### src/rtl/mem_wr_ctrl.sv
// Write-side control for the systolic array output memory: skewed per-column write-enable wave and addresses.
// Optional completed-sweep counter is built only when WR_CTRL_SWEEP_CNT_EN is defined.
module mem_wr_ctrl #(
    parameter int WIDTH_HEIGHT = 16,
    parameter int ADDR_WIDTH   = 8
) (
    input  logic                               clk,
    input  logic                               reset,
    input  logic                               active,
    input  logic [ADDR_WIDTH-1:0]              wr_base,
    output logic [WIDTH_HEIGHT-1:0]            wr_en,
    output logic [WIDTH_HEIGHT*ADDR_WIDTH-1:0] wr_addr,
    output logic                               busy,
    output logic                               done,
    output logic                               overrun,
    output logic [15:0]                        sweep_cnt
);

    localparam int CNT_W = $clog2(2 * WIDTH_HEIGHT);
    localparam logic [CNT_W-1:0] LAST_K = CNT_W'(2 * WIDTH_HEIGHT - 2);

    typedef enum logic [0:0] {IDLE = 1'b0, SWEEP = 1'b1} state_t;

    state_t                             state_r, state_s;
    logic [CNT_W-1:0]                   cnt_r, cnt_s;
    logic [ADDR_WIDTH-1:0]              base_r, base_s;
    logic                               active_q_r;
    logic                               armed_r;
    logic                               start_s;
    logic                               emit_s;
    logic                               done_s;
    logic                               overrun_s;
    int                                 wave_k_s;
    logic [WIDTH_HEIGHT-1:0]            wave_en_s;
    logic [WIDTH_HEIGHT*ADDR_WIDTH-1:0] wave_addr_s;

    // armed_r blocks a start until active has been seen low after reset,
    // so an active level held through reset does not look like a new edge.
    assign start_s  = active & ~active_q_r & armed_r;
    assign wave_k_s = int'(cnt_s);

    // Edge-detect history and post-reset arming.
    always_ff @(posedge clk) begin
        if (reset) begin
            active_q_r <= 1'b0;
            armed_r    <= 1'b0;
        end else begin
            active_q_r <= active;
            armed_r    <= armed_r | ~active;
        end
    end

    // Next-state logic: cnt holds the wave step k being presented on the outputs.
    always_comb begin
        state_s   = state_r;
        cnt_s     = cnt_r;
        base_s    = base_r;
        emit_s    = 1'b0;
        done_s    = 1'b0;
        overrun_s = overrun;
        case (state_r)
            IDLE: begin
                if (start_s) begin
                    state_s = SWEEP;
                    cnt_s   = {CNT_W{1'b0}};
                    base_s  = wr_base;
                    emit_s  = 1'b1;
                end else begin
                    state_s = IDLE;
                end
            end
            SWEEP: begin
                if (start_s) begin
                    overrun_s = 1'b1;
                end else begin
                    overrun_s = overrun;
                end
                if (cnt_r == LAST_K) begin
                    state_s = IDLE;
                    done_s  = 1'b1;
                end else begin
                    cnt_s  = cnt_r + {{(CNT_W-1){1'b0}}, 1'b1};
                    emit_s = 1'b1;
                end
            end
            default: begin
                state_s = IDLE;
            end
        endcase
    end

    // Wave for step k: column c writes row k-c while 0 <= k-c < WIDTH_HEIGHT.
    always_comb begin
        wave_en_s   = {WIDTH_HEIGHT{1'b0}};
        wave_addr_s = {(WIDTH_HEIGHT*ADDR_WIDTH){1'b0}};
        for (int c = 0; c < WIDTH_HEIGHT; c++) begin
            if ((wave_k_s >= c) && (wave_k_s < c + WIDTH_HEIGHT)) begin
                wave_en_s[c] = 1'b1;
                wave_addr_s[c*ADDR_WIDTH +: ADDR_WIDTH] = base_s + ADDR_WIDTH'(wave_k_s - c);
            end else begin
                wave_en_s[c] = 1'b0;
                wave_addr_s[c*ADDR_WIDTH +: ADDR_WIDTH] = {ADDR_WIDTH{1'b0}};
            end
        end
    end

    // FSM state registers.
    always_ff @(posedge clk) begin
        if (reset) begin
            state_r <= IDLE;
            cnt_r   <= {CNT_W{1'b0}};
            base_r  <= {ADDR_WIDTH{1'b0}};
        end else begin
            state_r <= state_s;
            cnt_r   <= cnt_s;
            base_r  <= base_s;
        end
    end

    // Registered outputs; disabled columns drive address zero.
    always_ff @(posedge clk) begin
        if (reset) begin
            wr_en   <= {WIDTH_HEIGHT{1'b0}};
            wr_addr <= {(WIDTH_HEIGHT*ADDR_WIDTH){1'b0}};
            busy    <= 1'b0;
            done    <= 1'b0;
            overrun <= 1'b0;
        end else begin
            wr_en   <= emit_s ? wave_en_s : {WIDTH_HEIGHT{1'b0}};
            wr_addr <= emit_s ? wave_addr_s : {(WIDTH_HEIGHT*ADDR_WIDTH){1'b0}};
            busy    <= emit_s;
            done    <= done_s;
            overrun <= overrun_s;
        end
    end

`ifdef WR_CTRL_SWEEP_CNT_EN
    // Completed-sweep counter, wrapping at 16 bits.
    always_ff @(posedge clk) begin
        if (reset) begin
            sweep_cnt <= 16'h0000;
        end else if (done_s) begin
            sweep_cnt <= sweep_cnt + 16'h0001;
        end else begin
            sweep_cnt <= sweep_cnt;
        end
    end
`else
    assign sweep_cnt = 16'h0000;
`endif

endmodule

### config.mk
export PLATFORM = sky130hd
export DESIGN_NAME = mem_wr_ctrl
export DESIGN_NICKNAME = d
export VERILOG_FILES = /design/src/rtl/mem_wr_ctrl.sv
export SDC_FILE = /design/constraint.sdc
export NUM_CORES = 1
export LEC_CHECK = 0
export CORE_MARGIN = 10
export CORE_UTILIZATION = 40
export CTS_CLUSTER_DIAMETER = 80
export CTS_CLUSTER_SIZE = 10
export DETAILED_ROUTE_END_ITERATION = 7
export GPL_TIMING_DRIVEN = 0
export RECOVER_POWER = 100
export SLEW_MARGIN = 20
export SYNTH_ARGS = -nofsm -noshare
export SYNTH_HDL_FRONTEND = slang
export SYNTH_SLANG_ARGS = --single-unit
### constraint.sdc
create_clock -name clk -period 4.3 [get_ports clk]
set_clock_uncertainty 0.1 [all_clocks]
set_input_delay 0.645 -clock clk [delete_from_list [all_inputs] [get_ports clk]]
set_output_delay 0.645 -clock clk [all_outputs]
set_load 0.01 [all_outputs]
==> results of run 1 <==
## stage by stage
step / hold WS [ns] / util
CTS: 0.3784 / 0.5301
finish: 0.3758 / 0.5319
global placement: 0.3501 / 0.5008
detailed placement: 0.3667 / 0.5008
global route: 0.4189 / 0.5319
floorplan: 0.3475 / -
## worst max-delay path: stages
cell and delay [ns]:
clkdlybuf4s50_1 0.54, and3b_1 0.19, buf_4 0.15, nor2_2 0.08
a211oi_4 0.34, buf_4 0.27, clkbuf_4 0.27, ha_2 0.29
inv_1 0.12, nor3_4 0.25, nor3_2 0.11, ha_1 0.33
or3_1 0.35, o21ai_0 0.08, a21oi_1 0.07, xnor2_1 0.16
nor2_1 0.05
## final timing paths
path / endpoint / depth (start not counted)
min reg2reg: armed_r$_SDFF_PP0_ / 2
max: wr_addr[55]$_SDFF_PP0_ / 17
min: armed_r$_SDFF_PP0_ / 2
max reg2reg: wr_addr[127]$_SDFF_PP0_ / 16
## routing by layer
| metal | share of wire | GRT usage | up-vias | wire length, µm |
|---|---|---|---|---|
| met4 | 0.013 | 0.04467 | 0 | 312 |
| met5 | 0 | 0 | - | 0 |
| met1 | 0.45 | 0.1981 | 3201 | 10570 |
| met3 | 0.060 | 0.04566 | 22 | 1390 |
| met2 | 0.47 | 0.2778 | 155 | 11060 |
| li1 | - | - | 3530 | - |
## repair_timing
item / in CTS / in global routing
endpoints found under the hold margin: 0 / 0
gates resized for setup: 2 / 6
pin swaps: 0 / 1
endpoints found under the setup margin: 4 / 9
setup buffers: 0 / 3
## cells by family (layout without fill, tap and decap cells)
family | count (synthesis) | after routing | synth area share
DFF | 162 | 162 | 0.3772
buffers and inverters | 114 | 305 | 0.06417
other | 1 | 16 | 0.0004361
adders and majority gates | 90 | 90 | 0.1345
and+or+nand+nor | 299 | 299 | 0.1631
muxes | 10 | 10 | 0.01237
AOI/OAI and AO/OA | 162 | 162 | 0.1342
xor gates and xnor gates | 112 | 112 | 0.1141
## layout make-up
cell class / count / area (µm²)
Sequential cell: 162 / 3244
Clock buffer: 18 / 439.2
Buffer: 41 / 270.3
Inverter: 73 / 279.0
Clock inverter: 14 / 173.9
Timing Repair Buffer: 159 / 1584
Fill cell: 1991 / 9872
Tap cell: 275 / 344.1
Multi-Input combinational cell: 689 / 4881
## flip-flops by register name (all words and copies together) (netlist names)
| register | flops |
|---|---|
| active_q_r | 1 |
| armed_r | 1 |
| base_r | 8 |
| busy | 1 |
| cnt_r | 5 |
| done | 1 |
| overrun | 1 |
| wr_addr | 128 |
| wr_en | 16 |
## Yosys cell counts, drive strengths merged, types with 2 or more instances
cell,n,area share
a211o,3,0.0031
o221ai,2,0.0028
a21oi,55,0.034
a31o,2,0.0020
and3,5,0.0036
and2,4,0.0029
a21o,19,0.017
nor2,184,0.083
o41a,4,0.0052
nor2b,17,0.012
clkbuf,5,0.0022
a211oi,7,0.0093
nand2b,10,0.0073
o21a,5,0.0044
o21bai,10,0.0087
xnor2,75,0.076
o21ai,30,0.021
or2,2,0.0015
mux2,2,0.0026
nor3b,2,0.0017
nor4,4,0.0044
mux2i,8,0.0097
nand3,5,0.0035
xor2,37,0.038
a31oi,6,0.0051
o41ai,6,0.0070
nand4,2,0.0015
ha,86,0.13
or3,7,0.0051
fa,4,0.0093
dfxtp,162,0.38
inv,73,0.032
o22ai,3,0.0022
nor3,27,0.019
buf,36,0.030
nand2,25,0.011
## power by group
part	switching, mW	total [mW]	leakage (nW)	internal, mW
Combinational	0.329	0.580	3.82	0.251
Sequential	0.00482	1.52	1.31	1.51
Clock	0.655	1.59	0.307	0.939
==> metrics, run 1 <==
outcome=finished clean; Routed WL=23330 µm; clk sinks=162; Fmax achieved=244.8 MHz; min Tclk post-route=4.086 ns; Post-Place Cell Area=10560 µm²; Core Box Area=21090 µm²; R2R setup slack=0.36 ns; Top FF cell, synth=dfxtp_1; Layout Cells excl Fill=1431; pre-CTS WS=-0.5640 ns; area grow syn2layout=30.44%; crit start category=input pin; most frequent cells in the layout=179 x nor2_1, 161 x dfxtp_1, 147 x dlygate4sd3_1, 85 x ha_1, 75 x xnor2_1; Post-Synthesis Cells=950; Critical path origin=active; Antenna Violating Nets Remaining=0; IO Count=around 170; PwrDens=about 330 nW/µm²; Max Slew Vio Count=0; antenna violations before repair=0; row count=53; global route total overflow=0; WL/cell=16.30 µm; Final GP Congestion=0.8690; H-tree Lvls=4; register area share after synthesis=0.3772; DRC=0; drt first pass iters=5; Starting Density=0.4077; ys async rst share=0; final setup margin=roughly 0.21 ns; Slew @ Worst Pin=0.9705 ns; CTS tree=done; nets=1244; GRT Total Usage=0.1636; syn_area_per_cell=9.051 µm²; register bit total from synthesis=162; Die Span Y=166.6 µm; Fin. Hold Viols=0; DR iter-0 viols=slightly below 300; hold_buf cts=0; maximum VDD drop=0.0002221 V; clock latency at the later pin of the worst-skew pair=0.43 ns; Max Cap Viol=0; Worst-path clk slew=approximately 0.07 ns; Crit path required time=4.50 ns; via/cell ratio=4.827; unique cell type count in the Yosys netlist=73; Setup TNS=0 ns; P_leak=5.437 nW; Die X=166.6 µm; Rel. slew slack=0.3523; # setup viols final=0; hold path start=armed_r$_SDFF_PP0_; CP endpoint kind=flop; largest net degree at the start of global routing=18; Port-buffer cells=156; Crit Path Category=in2reg; die area=27760 µm²; Tot Pwr=3.689 mW; Final Instance Area=approximately 11000 µm²; maximum fanout along the worst path=10; min-delay worst type=reg2reg; CTS Buf Count=17; ant diodes=0; via count=6908; layout cells sized above 1=0.09862; hpwl dp=~17000 µm; Placed Instances=1396; clock root buffer=clkbuf_16; EDFF count, synth=0; Worst EP arrival=4.29 ns; clk buf depth=2; Synth warnings=0; first-pass GRT wire length=between 30000 and 40000 µm; reg2reg start=cnt_r[0]$_SDFF_PP0_; synthesized area=8598 µm²; vias in the first global route=a little under 7000; most common cell after layout, fill and taps aside=nor2_1; fin crit share=0.9502
Power figures use the tool's default switching activity.
==> run 2, diff against run 1 <==
--- a/config.mk
+++ b/config.mk
@@ -12,6 +12,7 @@
 export DETAILED_ROUTE_END_ITERATION = 7
 export GPL_TIMING_DRIVEN = 0
 export RECOVER_POWER = 100
+export REMOVE_ABC_BUFFERS = 1
 export SLEW_MARGIN = 20
 export SYNTH_ARGS = -nofsm -noshare
 export SYNTH_HDL_FRONTEND = slang
==> run 2 against run 1 <==
  * Clock-buffer cell count is 1 higher
  * Sequential power hardly changed
  * Critical endpoint is now wr_addr[15]$_SDFF_PP0_
  * Largest cell class unchanged
  * Routed wire length is 4.2% lower
  * First-iteration DRC count is 34% higher
  * Hold slack worse by 0.0069 ns
==> metrics, run 2 (synthesis gave the netlist of run 1 again) <==
DR iter-0 viols=397; die area=roughly 28000 µm²; maximum fanout along the worst path=25; Die Span Y=166.6 µm; outcome=finished clean; Slew @ Worst Pin=1.248 ns; Biggest register=wr_addr; layout cells sized above 1=0.06613; hpwl dp=16570 µm; P_leak=5.256 nW; Worst EP arrival=approximately 4.2 ns; Worst-path clk slew=0.07 ns; DRC=0; Routed WL=approximately 22000 µm; pre-CTS WS=-0.7731 ns; Final GP Congestion=0.8669; Largest regs=wr_addr (128), wr_en (16), base_r (8); ant diodes=0; row count=53; Crit Path Category=in2reg; area grow syn2layout=27.33%; clock latency at the later pin of the worst-skew pair=0.43 ns; R2R setup slack=0.40 ns; fill count=about 2000; drt first pass iters=4; first-pass GRT wire length=35870 µm; Max Slew Vio Count=0; clock root buffer=clkbuf_16; max FFs per register=between 100 and 150; via count=slightly below 7000; Antenna Violating Nets Remaining=0; vias in the first global route=~6800; Max Cap Viol=0; CTS tree=done; WL/cell=16.03 µm; RSZ-0062 raised after global routing=no; Rel. slew slack=0.1549; IO Count=174; Critical path origin=active; reg2reg start=cnt_r[0]$_SDFF_PP0_; Fin. Hold Viols=0; Die X=166.6 µm; largest net degree at the start of global routing=30; min-delay worst type=reg2reg; via/cell ratio=roughly 5; CTS Buf Count=17; nets=1207; most common cell after layout, fill and taps aside=nor2_1; Starting Density=0.4077; # setup viols final=0; min Tclk post-route=4.024 ns; clk sinks=162; clk buf depth=2; hold path start=overrun$_SDFFE_PP0P_; Port-buffer cells=157; H-tree Lvls=4; global route total overflow=0; Core Box Area=21090 µm²; CP endpoint kind=flop; antenna violations before repair=0; Crit path required time=roughly 4.5 ns; maximum VDD drop=0.0002486 V; GRT Total Usage=0.1576; Tot Pwr=3.641 mW; most frequent cells in the layout=178 x nor2_1, 162 x dfxtp_1, 148 x dlygate4sd3_1, 85 x ha_1, 75 x xnor2_1; fin crit share=0.9358; PwrDens=332.6 nW/µm²; Fmax achieved=248.5 MHz; crit start category=input pin; final setup margin=0.2759 ns
==> run 2: cell types whose count changed in the layout (fill, tap and decap cells not counted), sizes merged <==
cell / delta
bufinv: -1
inv: +1
a21oi: +1
dlygate4sd3: +1
clkinvlp: +1
clkinv: -2
clkbuf: -5
buf: -33
==> run 2: cell type report <==
type | count | area (µm²) | area share
Sequential cell | 162 | 3243 | 0.2962
Multi-Input combinational cell | 690 | 4865 | 0.4443
Clock inverter | 13 | 147.6 | 0.01349
Timing Repair Buffer | 162 | 1617 | 0.1477
Tap cell | 275 | 344.1 | 0.03143
Clock buffer | 19 | 452.9 | 0.04137
Inverter | 73 | 279.0 | 0.02549
==> run 2: final timing paths <==
path	end	cells after the start
worst min-delay path	overrun$_SDFFE_PP0P_	2
worst max register to register	wr_addr[95]$_SDFF_PP0_	15
worst max-delay path	wr_addr[15]$_SDFF_PP0_	15
worst min register to register	overrun$_SDFFE_PP0P_	2
==> run 2: worst max-delay path, cell delays in order <==
cell	delay, ns
clkdlybuf4s50_1	0.58
and3b_1	0.39
nor2_2	0.14
a211oi_4	0.30
clkbuf_1	0.20
inv_2	0.25
nor2_2	0.31
nand2_1	0.11
xnor2_1	0.14
ha_1	0.32
nand2_1	0.07
o21ai_0	0.11
o41ai_1	0.33
xnor2_1	0.19
nor2_1	0.07
==> run 2: routing by layer <==
metal  up-vias  GRT usage  wire, µm
met3        20    0.04283      1428
met5         -          0         0
li1       3466          -         -
met4         0    0.04009       269
met1      3143     0.1964     10170
met2       149     0.2629     10470
==> run 2: timing repair <==
item,4_1_cts,5_1_grt
buffers inserted,3,0
pin swaps,1,1
gates resized for setup,2,6
setup endpoints to repair,14,11
cloned,0,1
hold buffers,0,0
==> run 2: where the power goes <==
| part | switching (mW) | internal [mW] |
|---|---|---|
| logic | 0.320 | 0.244 |
| clock network | 0.662 | 0.898 |
| registers | 0.00681 | 1.51 |
==> run 2: per-stage QoR <==
| stage | util | instance area, µm² | setup TNS [ns] | instances | hold slack (ns) |
|---|---|---|---|---|---|
| after floorplan | - | 8382 | 0 | 924 | 0.3415 |
| after global placement | 0.4883 | 10300 | -29.38 | 1356 | 0.3530 |
| after detailed placement | 0.4900 | 10330 | -18.49 | 1358 | 0.3685 |
| after CTS | 0.5203 | 10970 | 0 | 1393 | 0.3892 |
| after global routing | 0.5192 | 10950 | 0 | 1394 | 0.4149 |
| final | 0.5192 | 10950 | 0 | 1394 | 0.3690 |
